===== src/rtl/fifo_drain_packetizer.sv =====
// Drains an upstream sync FIFO into a header-prefixed packet stream.
// Payload words pass through a 2-entry skid whose head drives m_data.
module fifo_drain_packetizer #(
  parameter int FIFO_WIDTH = 16,
  parameter int PKT_LEN    = 8
) (
  input  logic                  clk,
  input  logic                  rst,
  input  logic                  fifo_empty,
  output logic                  fifo_rd_en,
  input  logic [FIFO_WIDTH-1:0] fifo_dout,
  output logic [FIFO_WIDTH-1:0] m_data,
  output logic                  m_valid,
  input  logic                  m_ready,
  output logic                  m_sop,
  output logic                  m_last,
  output logic [7:0]            pkt_seq
);

  typedef enum logic [1:0] {
    IDLE,
    HDR,
    PAYLOAD
  } state_t;

  localparam logic [8:0] LEN    = 9'(PKT_LEN);
  localparam logic [8:0] LEN_M1 = 9'(PKT_LEN - 1);

  state_t                state_q, state_d;
  logic [FIFO_WIDTH-1:0] slot0_q, slot0_d;
  logic [FIFO_WIDTH-1:0] slot1_q, slot1_d;
  logic [1:0]            occ_q, occ_d;
  logic                  rd_pend_q;
  logic [8:0]            rcnt_q, rcnt_d;
  logic [8:0]            wcnt_q, wcnt_d;
  logic [7:0]            seq_q, seq_d;
  logic                  valid_q, valid_d;
  logic                  sop_q, sop_d;
  logic                  last_q, last_d;
  logic                  in_pay;
  logic                  pay_pop;
  logic [2:0]            credit;
  logic [FIFO_WIDTH-1:0] hdr;

  assign in_pay  = (state_q == PAYLOAD);
  assign pay_pop = in_pay && valid_q && m_ready;
  // Skid entries still held after this cycle's pop, plus the read in flight.
  assign credit  = 3'(occ_q) + 3'(rd_pend_q) - 3'(pay_pop);
  assign hdr     = FIFO_WIDTH'({8'hA5, seq_q});

  assign fifo_rd_en = !rst && in_pay && !fifo_empty
                      && (rcnt_q < LEN) && (credit < 3'd2);

  assign m_data  = slot0_q;
  assign m_valid = valid_q;
  assign m_sop   = sop_q;
  assign m_last  = last_q;
  assign pkt_seq = seq_q;

  always_comb begin
    state_d = state_q;
    slot0_d = slot0_q;
    slot1_d = slot1_q;
    occ_d   = occ_q;
    rcnt_d  = rcnt_q;
    wcnt_d  = wcnt_q;
    seq_d   = seq_q;
    valid_d = valid_q;
    sop_d   = sop_q;
    last_d  = last_q;
    unique case (state_q)
      IDLE: begin
        if (!fifo_empty) begin
          state_d = HDR;
          slot0_d = hdr;
          valid_d = 1'b1;
          sop_d   = 1'b1;
          last_d  = 1'b0;
        end
      end
      HDR: begin
        if (valid_q && m_ready) begin
          state_d = PAYLOAD;
          seq_d   = seq_q + 8'd1;
          valid_d = 1'b0;
          sop_d   = 1'b0;
        end
      end
      PAYLOAD: begin
        occ_d  = credit[1:0];
        rcnt_d = rcnt_q + 9'(fifo_rd_en);
        wcnt_d = wcnt_q + 9'(pay_pop);
        unique case ({pay_pop, rd_pend_q})
          2'b11: begin
            if (occ_q == 2'd2) begin
              slot0_d = slot1_q;
              slot1_d = fifo_dout;
            end else begin
              slot0_d = fifo_dout;
            end
          end
          2'b10: slot0_d = slot1_q;
          2'b01: begin
            if (occ_q == 2'd0) slot0_d = fifo_dout;
            else               slot1_d = fifo_dout;
          end
          default: ;
        endcase
        valid_d = (occ_d != 2'd0);
        last_d  = valid_d && (wcnt_d == LEN_M1);
        if (pay_pop && last_q) begin
          state_d = IDLE;
          occ_d   = 2'd0;
          rcnt_d  = '0;
          wcnt_d  = '0;
          valid_d = 1'b0;
          last_d  = 1'b0;
        end
      end
      default: state_d = IDLE;
    endcase
  end

  always_ff @(posedge clk) begin
    if (rst) begin
      state_q   <= IDLE;
      slot0_q   <= '0;
      slot1_q   <= '0;
      occ_q     <= '0;
      rd_pend_q <= 1'b0;
      rcnt_q    <= '0;
      wcnt_q    <= '0;
      seq_q     <= '0;
      valid_q   <= 1'b0;
      sop_q     <= 1'b0;
      last_q    <= 1'b0;
    end else begin
      state_q   <= state_d;
      slot0_q   <= slot0_d;
      slot1_q   <= slot1_d;
      occ_q     <= occ_d;
      rd_pend_q <= fifo_rd_en;
      rcnt_q    <= rcnt_d;
      wcnt_q    <= wcnt_d;
      seq_q     <= seq_d;
      valid_q   <= valid_d;
      sop_q     <= sop_d;
      last_q    <= last_d;
    end
  end

endmodule


===== config.mk =====
export PLATFORM = sky130hd
export DESIGN_NAME = fifo_drain_packetizer
export DESIGN_NICKNAME = d
export VERILOG_FILES = /design/src/rtl/fifo_drain_packetizer.sv
export SDC_FILE = /design/constraint.sdc
export NUM_CORES = 1
export LEC_CHECK = 0
export ABC_AREA = 1
export ABC_CLOCK_PERIOD_IN_PS = 6200
export BUFFER_PORTS_ARGS = -buffer_cell sky130_fd_sc_hd__buf_4
export CORE_UTILIZATION = 30
export CTS_BUF_LIST = sky130_fd_sc_hd__clkbuf_16
export CTS_CLUSTER_SIZE = 40
export DETAILED_ROUTE_END_ITERATION = 16
export HOLD_SLACK_MARGIN = 0.08
export PLACE_DENSITY = 0.58
export RECOVER_POWER = 50
export SYNTH_ARGS = -nofsm -noshare
export SYNTH_HDL_FRONTEND = slang
export SYNTH_SLANG_ARGS = --single-unit

===== constraint.sdc =====
create_clock -name clk -period 6.2 [get_ports clk]
set_clock_uncertainty 0.15 [all_clocks]
set_input_delay 1.86 -clock clk [delete_from_list [all_inputs] [get_ports clk]]
set_output_delay 1.86 -clock clk [all_outputs]
set_load 0.01 [all_outputs]

==> results.yml, run 1 <==
status:
  status: "finished with violations"
  violations: "max-capacitance violations, max-slew violations"
routing:
  viasPerCell: 4.98
  drt_first_iter_violations: 230
  wirelength_mm: 9.25
  drt_first_pass_iters: 4
  vias: 3360
  wl_per_cell_um: 13.7
  route.detailed.drc: 0
  ant_nets: 0
placed_design:
  hpwl_mm: 6.39
  dp.cells: 659
  io_buffers: 47
  place_congestion: 0.816
  pre_cts_ws_ps: 378
  place_area_mm2: 0.00390
logic_synthesis:
  yosysWarnings: 0
  ys_seq_area_frac: 0.379
  ys_seq_elements: 66
  yosysUniqueCellTypes: 38
  synth_area_mm2: 0.00348
  synth_ff_type: "dfxtp_1"
  synthArstFlopShare: 0
  avgSynthCellArea_um2: 7.05
  synthCells: 494
  synth_edf_count: 0
  syn-num-nets: 525
global_routing:
  first_global_vias: 3143
  gr-usage-all-layers: 0.161
  grt_overflow_total: 0
  antenna_found_initial: 0
  grt_pass1_wl_mm: 14.9
  grt_max_degree: 36
die:
  chipHeight_um: 110
  core.rowCount: 38
  fp.dieArea_mm2: 0.0120
  die_w_um: 110
  initial_core_util: 0.314
  ios: 48
  core_area_mm2: 0.0111
clocking:
  cts_buffers: 9
  clockBufferDepth: 2
  cts_htree_levels: 3
  cts_hold_buf: 0
  cts_setup_buffers: 0
  root_buffer: "clkbuf_16"
  insertion_delay_ps: 330
  cts_sinks: 66
  tritoncts: "built"
  path_clk_slew_ps: 60
  cts_resized: 0
critical_path:
  required_ps: 4190
  rr_worst_depth: 19
  path_class: "input port to output pin"
  crit_fanout: 3
  cp-start-kind: "input port"
  worst_setup_path_end_kind: "output pin"
  crit_arrival_ps: 3850
timing:
  relSlewSlack: -0.115
  finalSetupViolCount: 0
  worstMarginPinSlew_ps: 1670
  min_period_ps: 5860
  setup_ws_ps: 336
  period_share: 0.946
  fin_tns_setup_ps: 0
  max_freq_mhz: 171
  drv_slew: 36
  finalHoldViolCount: 0
  rsz0062_at_grt: "false"
power_and_ir_drop:
  peakVddDrop_mv: 0.136
  powerDensity_mw_per_mm2: 253
  power_leakage_uw: 0.00159
finish:
  final_common_cell: "nand2_1"
  nFillCells: 1207
  drive_above_1_share: 0.101
  layout_common_cells: "100 x nand2_1, 81 x a21oi_1, 66 x dfxtp_1"
  syn_to_final_growth_pct: 17.9
  fin_cells: 675
  final_area_mm2: 0.00411
  layout.nets: 561
  antennaDiodeCount: 0
run:
  drv_cap: 1
worst_hold_path:
  min_path_type: "register to register"
  whs_path_depth: 2
==> worst paths after layout <==
kind / start / to / slack, ps
setup / recovery: m_ready / fifo_rd_en / 340
hold / removal: m_data[9] / m_data[9] / 310
setup reg to reg: state_q[1] / rcnt_q[8] / 2440
hold reg to reg: m_data[9] / m_data[9] / 310
==> per-layer routing <==
layer	GRT usage	vias to the layer above	share of wire
li1	-	1727	-
met5	0	-	0
met3	0.0480	9	0.057
met4	0.0429	0	0.011
met1	0.196	1543	0.46
met2	0.274	81	0.47
==> registers in the layout, indices dropped and copies added, names as in the netlist <==
signal and cells:
pkt_seq 8, rd_pend_q 1, m_last 1, occ_q 2, m_sop 1, rcnt_q 9, m_data 16, state_q 2
slot1_q 16, wcnt_q 9, m_valid 1
==> cell type report <==
cell class | count | area, um^2 | share of cell area
clock buffers | 9 | 225 | 0.0549
clock inverters | 7 | 92.6 | 0.0226
inverters | 63 | 236 | 0.0576
multi-input cells | 338 | 1780 | 0.433
flip-flops and latches | 66 | 1320 | 0.322
well taps | 140 | 175 | 0.0427
repair buffers | 52 | 278 | 0.0677
==> cells in the mapped netlist, types with 2 or more instances <==
cell type  instances  area (um^2)
buf_6              3         33.8
nor3b_1            3         22.5
nand3b_1           2         15.0
o211ai_1           9         67.6
dfxtp_1           66         1320
o21ai_0           32          160
nor3_1             4         20.0
nor3_2             2         20.0
nand3_1           19         95.1
buf_4              3         22.5
o22ai_1            5         31.3
xnor2_1            2         17.5
buf_1              2         7.51
clkbuf_1          11         41.3
nand2_2            2         12.5
nand2_1           99          372
a2bb2oi_1          2         17.5
a211oi_1           3         22.5
nand4_1            4         25.0
o21ai_1           25          125
a21oi_1           81          405
a31oi_1            4         25.0
inv_2              9         33.8
inv_1             54          203
xor2_1             2         17.5
nor2_1            17         63.8
nor2_2             2         12.5
buf_2              8         40.0
ha_1              10          125
==> stage by stage <==
step,total power (uW),hold slack [ps],util
finish,1040,314,0.371
global route,1080,331,0.371
CTS,1060,317,0.381
global placement,514,305,0.352
detailed placement,514,308,0.352
floorplan,487,290,-
==> worst max-delay path, cell delays in order <==
cell      delay, ps
clkbuf_4        100
nand2_1         100
nor2_1          160
ha_1            260
inv_2            70
ha_1            150
inv_1            50
fa_1            520
nand4_1         120
nor3_1          280
buf_4           190
==> cells by family after synthesis <==
logic type	after synthesis	synth area share
AOI/OAI and AO/OA	164	0.256
xor gates and xnor gates	4	0.0101
adders and majority gates	11	0.0417
and+or+nand+nor	159	0.203
buffers and inverters	90	0.110
DFF	66	0.379
==> power breakdown <==
group          internal, uW  switching, uW
sequential              430           4.77
combinational          22.7           42.3
clock                   351            188
total                   804            236
Power figures use the tool's default switching activity.
==> run 2: changes to the inputs <==
- RECOVER_POWER: 50 -> not set
==> results.yml, run 2 (synthesized netlist as in run 1, its figures left out) <==
finish:
  layout_common_cells: "99 x nand2_1, 81 x a21oi_1, 66 x dfxtp_1"
  final_common_cell: "nand2_1"
  layout.nets: 561
  drive_above_1_share: 0.161
  nFillCells: 1174
  antennaDiodeCount: 0
  syn_to_final_growth_pct: 21.2
  final_area_mm2: 0.00422
clocking:
  path_clk_slew_ps: 60
  tritoncts: "built"
  root_buffer: "clkbuf_16"
  cts_resized: 0
  cts_hold_buf: 0
  clockBufferDepth: 2
  cts_sinks: 66
  cts_buffers: 9
  cts_htree_levels: 3
  cts_setup_buffers: 0
  insertion_delay_ps: 330
worst_hold_path:
  min_path_type: "register to register"
  whs_path_depth: 2
  min_from: "m_data[9]"
  min_to: "m_data[9]"
placed_design:
  place_congestion: 0.816
  place_area_mm2: 0.00390
  io_buffers: 47
  hpwl_mm: 6.39
critical_path:
  rr_worst_depth: 19
  r2r_start: "state_q[1]"
  rrSetupSlack_ps: 2450
  path_class: "input port to output pin"
  cp-start-kind: "input port"
  crit_arrival_ps: 3820
  timing.rr.end: "rcnt_q[8]"
  worst_setup_path_end_kind: "output pin"
  required_ps: 4190
  crit_fanout: 3
timing:
  worstMarginPinSlew_ps: 1020
  rsz0062_at_grt: "false"
  min_period_ps: 5830
  finalSetupViolCount: 0
  drv_slew: 0
  max_freq_mhz: 171
  period_share: 0.941
  finalHoldViolCount: 0
  relSlewSlack: 0.322
  fin_tns_setup_ps: 0
global_routing:
  first_global_vias: 3143
  gr-usage-all-layers: 0.161
  grt_max_degree: 36
  grt_pass1_wl_mm: 14.9
  antenna_found_initial: 0
  grt_overflow_total: 0
routing:
  route.detailed.drc: 0
  vias: 3367
  wl_per_cell_um: 13.6
  drt_first_pass_iters: 6
  wirelength_mm: 9.18
  drt_first_iter_violations: 256
  viasPerCell: 4.99
  ant_nets: 0
die:
  core_area_mm2: 0.0111
  chipHeight_um: 110
  die_w_um: 110
  initial_core_util: 0.314
  ios: 48
  fp.dieArea_mm2: 0.0120
  core.rowCount: 38
power_and_ir_drop:
  peakVddDrop_mv: 0.136
  powerDensity_mw_per_mm2: 248
  power_leakage_uw: 0.00172
status:
  status: "complete, no violations"
run:
  drv_cap: 0
-- run 2: changes by cell type in the layout (fill, tap and decap cells not counted), sizes merged --
cell / before / now
buf: 20 / 52
clkbuf: 41 / 9
-- run 2: layer usage --
metal	up-vias	GRT usage	wire [um]
met5	-	0	0
met2	86	0.274	4340
met1	1540	0.196	4260
li1	1729	-	-
met4	0	0.0429	107
met3	12	0.0480	484
-- run 2: final cells by class --
class | instances | area [um^2] | share of cell area
flip-flops and latches | 66 | 1320 | 0.313
clock inverters | 7 | 92.6 | 0.0219
well taps | 140 | 175 | 0.0415
multi-input cells | 338 | 1780 | 0.422
inverters | 63 | 236 | 0.0560
clock buffers | 9 | 225 | 0.0534
repair buffers | 52 | 390 | 0.0925
-- run 2: stage by stage --
stage               power [uW]  hold slack, ps  setup slack, ps  cells  utilization
CTS                       1060             317              336    675        0.381
global route              1080             332              205    675        0.381
finish                    1050             315              367    675        0.381
floorplan                  487             290              118    494            -
global placement           514             305              384    659        0.352
detailed placement         514             308              378    659        0.352
-- run 2: power breakdown --
group,switching [uW],internal (uW)
sequential,4.92,430
clock,190,351
combinational,42.7,27.1
-- run 2: worst max-delay path by stage --
stage | slack, ps | startpoint | end | cells after the start
after floorplan | 120 | m_ready | fifo_rd_en | 10
after global placement | 380 | m_ready | fifo_rd_en | 11
after detailed placement | 380 | m_ready | fifo_rd_en | 11
after CTS | 340 | m_ready | fifo_rd_en | 11
after global routing | 200 | m_ready | fifo_rd_en | 11
final | 370 | m_ready | fifo_rd_en | 11
-- run 2: critical path: stages --
cell	delay (ps)
buf_4	110
nand2_1	120
nor2_1	80
ha_1	280
inv_2	70
ha_1	150
inv_1	50
fa_1	520
nand4_1	130
nor3_1	270
buf_4	180
==> run 3: changes to the inputs <==
- ABC_AREA: 1 -> not set
- CTS_CLUSTER_DIAMETER: not set -> 200
- PLACE_DENSITY: 0.58 -> 0.59
- SETUP_SLACK_MARGIN: not set -> 0.4
==> results.yml, run 3 <==
critical_path:
  cp-start-kind: "input port"
  worst_path_largest_cell_delay_ps: 550
  timing.rr.end: "rcnt_q[6]"
  r2r_start: "state_q[1]"
  cp_common_cell: "buf_6"
  critPathBufInv: 4
  path_class: "input port to output pin"
  crit_arrival_ps: 3680
  crit_family: "adder cells"
  cp-endpoint: "fifo_rd_en"
  rr_worst_depth: 15
  rrSetupSlack_ps: 2400
  cp-startpoint: "m_ready"
  worst_setup_path_end_kind: "output pin"
  cp_cell_sequence: "buf_6, nand2_4, nor2_4, ha_4, inv_1, ha_2, inv_2, fa_2, nor4b_4, and3_4, buf_6"
  crit_fanout: 3
  slowest_stage: "fa_2"
  required_ps: 4190
  cp.depth: 11
finish:
  syn_to_final_growth_pct: 25.1
  antennaDiodeCount: 0
  drive_above_1_share: 0.196
  nFillCells: 1022
  layout_common_cells: "66 x dfxtp_1, 57 x nor2_1, 49 x buf_4"
  final_common_cell: "dfxtp_1"
  layout.nets: 418
timing:
  rsz0062_at_grt: "false"
  relSlewSlack: 0.198
  period_share: 0.917
  hold-worst-slack_ps: 303
  setup_ws_ps: 514
  finalHoldViolCount: 0
  drv_slew: 0
  max_freq_mhz: 176
  worstMarginPinSlew_ps: 1190
  min_period_ps: 5690
  fin_tns_setup_ps: 0
  finalSetupViolCount: 0
routing:
  wl_met3_um: 328
  ant_nets: 0
  wirelength_mm: 7.61
  drt_first_iter_violations: 123
  wl_met1_mm: 3.58
  vias: 2668
  highest_layer: "met4"
  drt_first_pass_iters: 4
  wl_met2_mm: 3.59
  route.detailed.drc: 0
  wl_per_cell_um: 14.5
  viasPerCell: 5.08
global_routing:
  first_global_vias: 2675
  grt_max_degree: 64
  grt_pass1_wl_mm: 13.1
  gr-usage-all-layers: 0.151
  antenna_found_initial: 0
  grt_overflow_total: 0
logic_synthesis:
  synth.top_cells.by_count: "66 x dfxtp_1, 58 x nor2_1, 22 x a21oi_1, 19 x clkbuf_1, 17 x nand2_1"
  synthCells: 347
  avgSynthCellArea_um2: 8.94
  syn-num-nets: 378
  yosysTopAreaCell: "dfxtp_1"
  yosysWarnings: 0
  synth_area_mm2: 0.00310
  synth.most_common_cell: "dfxtp_1"
  synthArstFlopShare: 0
  synth_top_area_frac: 0.426
  ys_seq_area_frac: 0.426
  synth_area_leaders: "dfxtp_1 43%, nor2_1 7.0%, mux2i_1 5.2%"
  synth_edf_count: 0
  synth_ff_type: "dfxtp_1"
  ys_seq_elements: 66
  yosysUniqueCellTypes: 45
placed_design:
  io_buffers: 47
  place_congestion: 0.785
  pre_cts_ws_ps: 212
  hpwl_mm: 5.34
power_and_ir_drop:
  powerDensity_mw_per_mm2: 242
  peakVddDrop_mv: 0.115
  power_leakage_uw: 0.00146
clocking:
  tritoncts: "built"
  path_clk_slew_ps: 50
  insertion_delay_ps: 330
  root_buffer: "clkbuf_16"
  cts_htree_levels: 3
  cts_sinks: 66
  cts_hold_buf: 0
  cts_buffers: 9
  clockBufferDepth: 2
run:
  drv_cap: 0
worst_hold_path:
  min_path_type: "register to register"
status:
  status: "complete, no violations"
die:
  core.rowCount: 36
  chipHeight_um: 104
  initial_core_util: 0.313
  core_area_mm2: 0.00991
  die_w_um: 104
  fp.dieArea_mm2: 0.0108
  ios: 48
## run 3: cell types whose count changed in the layout (fill, tap and decap cells not counted), sizes merged, moves of 11 or more
cell   before  now
xor2        2   13
nor2       19   58
o21ai      57   11
inv        64    7
nand2     102   17
a21oi      81   22
mux2i       0   16
## run 3: worst min-delay path, stage by stage, from the launching register on
cell and delay (ps):
dfxtp_1 310, nand2_1 50, a21oi_1 50
## run 3: what timing repair did
item	4_1_cts	5_1_grt
gates resized for setup	13	1
setup endpoints to repair	1	1
pin swaps	5	4
buffers inserted	2	0
cloned	0	0
## run 3: area by class of cell
cell class / instances / area (um^2) / area share
Clock buffer: 9 / 225 / 0.0580
Clock inverter: 7 / 37.5 / 0.00967
Inverter: 6 / 22.5 / 0.00580
Multi-Input combinational cell: 253 / 1720 / 0.443
Sequential cell: 66 / 1320 / 0.340
Tap cell: 133 / 166 / 0.0429
Timing Repair Buffer: 51 / 390 / 0.101
## run 3: power by group
part	internal [uW]	total [uW]	switching, uW
combinational	24.7	56.8	32.1
clock	265	445	180
sequential	430	436	6.21
## run 3: routing by layer
metal  vias up  global-route usage
li1       1347                   -
met1      1272               0.184
met2        42               0.256
met3         7              0.0378
met4         0              0.0561
met5         -                   0
## run 3: how the worst min path moves through the flow
stage          slack (ps)     endpoint        start  cells past startpoint
6_report              300    m_data[6]    m_data[6]                      2
5_1_grt               330    m_data[0]    m_data[0]                      2
4_1_cts               310    m_data[6]    m_data[6]                      2
3_5_place_dp          300    m_data[6]    m_data[6]                      2
3_3_place_gp          300    m_data[7]    m_data[7]                      2
2_1_floorplan         310  slot1_q[11]  slot1_q[11]                      2
## run 3: through the flow
stage	power (uW)	instances	util	cell area, um^2
floorplan	475	347	-	3100
global placement	499	507	0.357	3540
detailed placement	500	507	0.357	3540
CTS	949	525	0.391	3880
global route	976	525	0.392	3880
finish	938	525	0.392	3880
## run 3: logic make-up after synthesis
kind of cell / after synthesis / share of synthesized area
buffers and inverters: 28 / 0.0391
AOI/OAI and AO/OA: 85 / 0.198
muxes: 16 / 0.0516
DFF: 66 / 0.426
and+or+nand+nor: 126 / 0.196
adders and majority gates: 11 / 0.0468
xor gates and xnor gates: 15 / 0.0423
